--- src/rtl/stage_1_fetch.sv ---
// stage_1_fetch: instruction-fetch stage of the single-cycle CPU.
// Owns the PC, fetches one word over a req/ready handshake into IR, exposes
// the decoded field slices to decode, and picks the next PC from the
// decode-stage branch/jr results when the instruction leaves EXEC.
// A three-state FSM (IDLE -> REQ -> EXEC -> REQ ...) keeps exactly one
// instruction visible to the datapath at a time.
module stage_1_fetch #(
  parameter logic [31:0] RESET_PC = 32'h0000_0000
) (
  input  logic        clock,
  input  logic        reset,
  // instruction memory handshake
  output logic        imem_req,
  output logic [31:0] imem_addr,
  input  logic        imem_ready,
  input  logic [31:0] imem_rdata,
  // decode-stage feedback, sampled only on the EXEC exit edge
  input  logic        branch,
  input  logic        zero,
  input  logic        jr,
  input  logic [31:0] jr_target,
  input  logic [31:0] expand_imm,
  input  logic        stall,
  // instruction fields, continuous slices of IR
  output logic [5:0]  op,
  output logic [4:0]  rs,
  output logic [4:0]  rt,
  output logic [4:0]  rd,
  output logic [15:0] imm,
  output logic [5:0]  func,
  // PC view and status
  output logic [31:0] pc,
  output logic [31:0] pc_plus_4,
  output logic        instr_valid,
  output logic [31:0] retired_count
);

  localparam logic [5:0] OP_J = 6'b000010;

  typedef enum logic [1:0] {
    S_IDLE = 2'd0,
    S_REQ  = 2'd1,
    S_EXEC = 2'd2
  } state_e;

  state_e      state_q, state_d;
  logic [31:0] pc_q, pc_d;
  logic [31:0] ir_q, ir_d;
  logic [31:0] ret_q, ret_d;

  logic [31:0] seq_pc;
  logic [31:0] j_pc;
  logic [31:0] br_pc;
  logic [31:0] jr_pc;
  logic [31:0] next_pc;
  logic        is_j;
  logic        accept;
  logic        retire;

  // Next-PC candidates; all address arithmetic wraps modulo 2^32.
  always_comb begin
    seq_pc  = pc_q + 32'd4;
    is_j    = (ir_q[31:26] == OP_J);
    j_pc    = {seq_pc[31:28], ir_q[25:0], 2'b00};
    br_pc   = seq_pc + {expand_imm[29:0], 2'b00};
    jr_pc   = {jr_target[31:2], 2'b00};
    // jr wins over j, j over a taken branch, and sequential is the fallback
    next_pc = seq_pc;
    if (jr)                 next_pc = jr_pc;
    else if (is_j)          next_pc = j_pc;
    else if (branch && zero) next_pc = br_pc;
  end

  // FSM next state plus the register update enables derived from it.
  always_comb begin
    state_d = state_q;
    pc_d    = pc_q;
    ir_d    = ir_q;
    ret_d   = ret_q;
    accept  = 1'b0;
    retire  = 1'b0;
    unique case (state_q)
      S_IDLE: begin
        state_d = S_REQ;
      end
      S_REQ: begin
        // imem_ready only matters here; any other state ignores it
        if (imem_ready) begin
          accept  = 1'b1;
          ir_d    = imem_rdata;
          state_d = S_EXEC;
        end
      end
      S_EXEC: begin
        // a stalled instruction keeps pc, IR and the counter frozen
        if (!stall) begin
          retire  = 1'b1;
          pc_d    = next_pc;
          ret_d   = ret_q + 32'd1;
          state_d = S_REQ;
        end
      end
      default: begin
        state_d = S_IDLE;
      end
    endcase
  end

  // State, PC, IR and retire counter; async reset lands in IDLE with a nop IR.
  always_ff @(posedge clock or posedge reset) begin
    if (reset) begin
      state_q <= S_IDLE;
      pc_q    <= {RESET_PC[31:2], 2'b00};
      ir_q    <= 32'd0;
      ret_q   <= 32'd0;
    end else begin
      state_q <= state_d;
      pc_q    <= pc_d;
      ir_q    <= ir_d;
      ret_q   <= ret_d;
    end
  end

  // Outputs decode straight from registered state so that reset drops the
  // request in the same instant it is asserted.
  always_comb begin
    imem_req      = (state_q == S_REQ);
    imem_addr     = pc_q;
    instr_valid   = (state_q == S_EXEC);
    pc            = pc_q;
    pc_plus_4     = seq_pc;
    retired_count = ret_q;
    op            = ir_q[31:26];
    rs            = ir_q[25:21];
    rt            = ir_q[20:16];
    rd            = ir_q[15:11];
    imm           = ir_q[15:0];
    func          = ir_q[5:0];
  end

endmodule
--- config.mk ---
export PLATFORM = sky130hd
export DESIGN_NAME = stage_1_fetch
export DESIGN_NICKNAME = d
export VERILOG_FILES = /design/src/rtl/stage_1_fetch.sv
export SDC_FILE = /design/constraint.sdc
export NUM_CORES = 1
export LEC_CHECK = 0
export BUFFER_PORTS_ARGS = -buffer_cell sky130_fd_sc_hd__buf_2
export CORE_ASPECT_RATIO = 1.2
export CORE_MARGIN = 2
export CORE_UTILIZATION = 54
export DETAILED_ROUTE_END_ITERATION = 7
export PLACE_DENSITY = 0.87
export SYNTH_ARGS = -nofsm -noshare
export SYNTH_HDL_FRONTEND = slang
export SYNTH_SLANG_ARGS = --single-unit
--- constraint.sdc ---
create_clock -name clock -period 5.99 [get_ports clock]
set_input_delay 0.2995 -clock clock [delete_from_list [all_inputs] [get_ports clock]]
set_output_delay 0.2995 -clock clock [all_outputs]
set_load 0.05 [all_outputs]
==> reports/results.tsv <==
metric	value	unit
status	finished clean	
CTS tree	done	
IO Pins	276	
CTS sink count	96	
Cell Pwr Density	646	nW/um^2
endpoints failing hold	0	
post-route cell area	8570	um^2
ranking of synthesized cells by area	dfrtp_1, xnor2_1, ha_1	
Worst VDD drop	492	uV
CP bufs+invs	0	
# nets final	1168	
Detail Placement HPWL	16500	um
min cycle time layout	4.24	ns
f_max	236	MHz
Slew Viols, Final	0	
port bufs	265	
Core Footprint	13100	um^2
pin count of the biggest net entering global routing	55	
worst setup path end	imem_addr[30]$_DFFE_PP0P_	
Placed Instance Area	8270	um^2
share of the synthesized area in the top cell type	0.336	
RSZ-0062 raised after global routing	no	
clock skew	0.0103	ns
largest delay contributor family on the critical path	compound AO/OA/AOI/OAI gates	
Yosys top cell by area	dfrtp_1	
gr ovfl total	0	
synthesis-to-finish area growth	19.8	%
crit end category	flop	
wire length after detailed routing	21800	um
Die H	130	um
R2R Path End	imem_addr[30]$_DFFE_PP0P_	
first-pass GRT wire length	33400	um
Startpoint Class	flop	
GRT Util Overall	0.302	
cells after synthesis	820	
routed vias	7042	
number of cell rows	46	
vias in the first global route	6595	
synthesized cell area	7160	um^2
Wirelength per Cell	18.2	um
CP peak stage delay	0.50	ns
Setup Total Neg Slack	0	ns
Longest Clk Path Bufs	2	
Leak Pwr	4.25	nW
setup repair bufs after CTS	0	
antenna viol nets, final	0	
Clock transition at path regs	0.08	ns
hold slack	0.0233	ns
Worst R2R Path Depth	15	
Worst path depth	15	
PostCTS Resize Cnt	0	
warnings from Yosys	0	
DR iter-0 viols	588	
slowest cell on the critical path	o31ai_1	
arrival time worst endpoint	4.45	ns
post-synth cell types	69	
Worst-Skew Late Latency	0.34	ns
Crit. Startpoint	imem_addr[6]$_DFFE_PP0P_	
Max Cap Violations	0	
post-DR vias/cell	5.86	
drt first pass iters	5	
placer congestion estimate	0.941	
die width	109	um
number of flops mapped to enable cells by yosys	0	
Seq/Total Area, Yosys	0.336	
initial antenna violation count	0	
CP Class	flop to flop	
Starting Density	0.548	
Relative slew margins	0.337	
Synth Flop Type	dfrtp_1	
DRC viols	0	
htree depth	3	
Crit Path Max Fanout	7	
Syn Area/Cell	8.73	um^2
flop2flop setup slack	1.75	ns
period utilization	0.708	
worst-path cell chain	nand3_1 > nor3_2 > and2b_1 > nand3_1 > xnor2_1 > ha_1 > a21o_1 > a21o_1 > o21ai_0 > a31oi_1 > o31ai_1 > o221ai_1 > xor2_1 > mux2i_1 > o221ai_1	
Async SR Flop Fraction	1.00	
Clock Tree Root	clkbuf_16	
Reg-to-Reg Start	imem_addr[6]$_DFFE_PP0P_	
slew of the pin with the lowest slew margin	0.994	ns
number of CTS-inserted buffers	9	
die area	14200	um^2
Worst EP required	6.20	ns
hold-fix buffers at CTS	0	
Synth Register Bits	96	
layout cells sized above 1	0.332	
setup violators final	0	
HP Class	input pin to async pin	
-- worst min-delay path by stage --
stage / from / endpoint / slack (ns)
detailed placement: reset / retired_count[19]$_DFFE_PP0P_ / 0.41
finish: reset / retired_count[20]$_DFFE_PP0P_ / 0.02
CTS: reset / retired_count[19]$_DFFE_PP0P_ / 0.03
global placement: reset / retired_count[19]$_DFFE_PP0P_ / 0.41
global route: reset / retired_count[19]$_DFFE_PP0P_ / 0.06
floorplan: imem_ready / state_q[0]$_DFFE_PP0P_ / 0.40
-- cell usage after synthesis (6+ instances only) --
master	number
dfrtp_1	96
nand2_1	83
nor2_1	72
a21oi_1	58
xnor2_1	56
o21ai_0	49
buf_4	47
ha_1	37
mux2_2	32
nand3_1	32
xor2_1	26
inv_1	24
clkbuf_1	23
nand4_1	21
and3_1	14
o211ai_1	13
a21o_1	10
a31oi_1	9
a211oi_1	7
o21bai_1	7
nor3_1	6
o221ai_1	6
-- placed cells by master, fill, tap and decap left out, types with 7 or more instances in the layout --
master,n
nand2_1,83
a21o_1,10
and3_1,14
nand4_1,21
inv_1,23
a21oi_1,58
xnor2_1,56
nand3_1,32
buf_2,265
clkbuf_16,9
mux2_2,32
a31oi_1,9
dfrtp_1,96
o21ai_0,49
o211ai_1,13
a211oi_1,7
xor2_1,26
o21bai_1,7
ha_1,37
nor2_1,72
-- layer usage --
layer / vias up / wire length (um) / GRT usage / part of all wire
met5: - / 0 / 0 / 0
met4: 0 / 660 / 0.130 / 0.030
met3: 51 / 1810 / 0.0435 / 0.083
met2: 393 / 10800 / 0.498 / 0.50
met1: 3313 / 8540 / 0.394 / 0.39
li1: 3285 / - / - / -
-- layout make-up --
| class | instances | area [um^2] |
|---|---|---|
| fill | 1108 | 4490 |
| multi-input combinational | 625 | 4200 |
| sequential | 96 | 2400 |
| timing repair buffer | 271 | 1370 |
| clock buffer | 9 | 225 |
| tap | 168 | 210 |
| inverter | 24 | 92.6 |
| clock inverter | 7 | 72.6 |
| antenna | 1 | 2.50 |
-- report_power, final --
group / switching [mW] / leakage, nW / internal (mW)
Sequential: 0.310 / 1.19 / 0.867
Clock: 0.289 / 0.143 / 0.295
Combinational: 2.75 / 2.92 / 1.02
-- through the flow --
stage | utilization | cells | worst slack (ns) | total power [mW]
6_report | 0.656 | 1201 | 1.75 | 5.53
5_1_grt | 0.656 | 1200 | 1.57 | 5.82
4_1_cts | 0.656 | 1200 | 1.92 | 5.51
3_5_place_dp | 0.633 | 1184 | 1.92 | 4.91
3_3_place_gp | 0.633 | 1184 | 1.99 | 4.87
2_1_floorplan | - | 825 | 1.43 | 4.23
-- cells by family (layout without fill, tap and decap cells) --
group / count (synthesis) / count (layout) / share of synthesized area
AOI/OAI and AO/OA: 198 / 198 / 0.176
xor gates and xnor gates: 82 / 82 / 0.100
adders and majority gates: 38 / 38 / 0.0675
buffers and inverters: 104 / 311 / 0.0810
DFF: 96 / 96 / 0.336
muxes: 34 / 34 / 0.0532
other: 1 / 7 / 0.000524
and+or+nand+nor: 267 / 267 / 0.186
-- registers in the layout (all words and copies together), names as in the netlist --
signal / flops
ir_q: 32
retired_count: 32
imem_addr: 30
state_q: 2
Note: power is estimated with default switching activity, not from simulation.
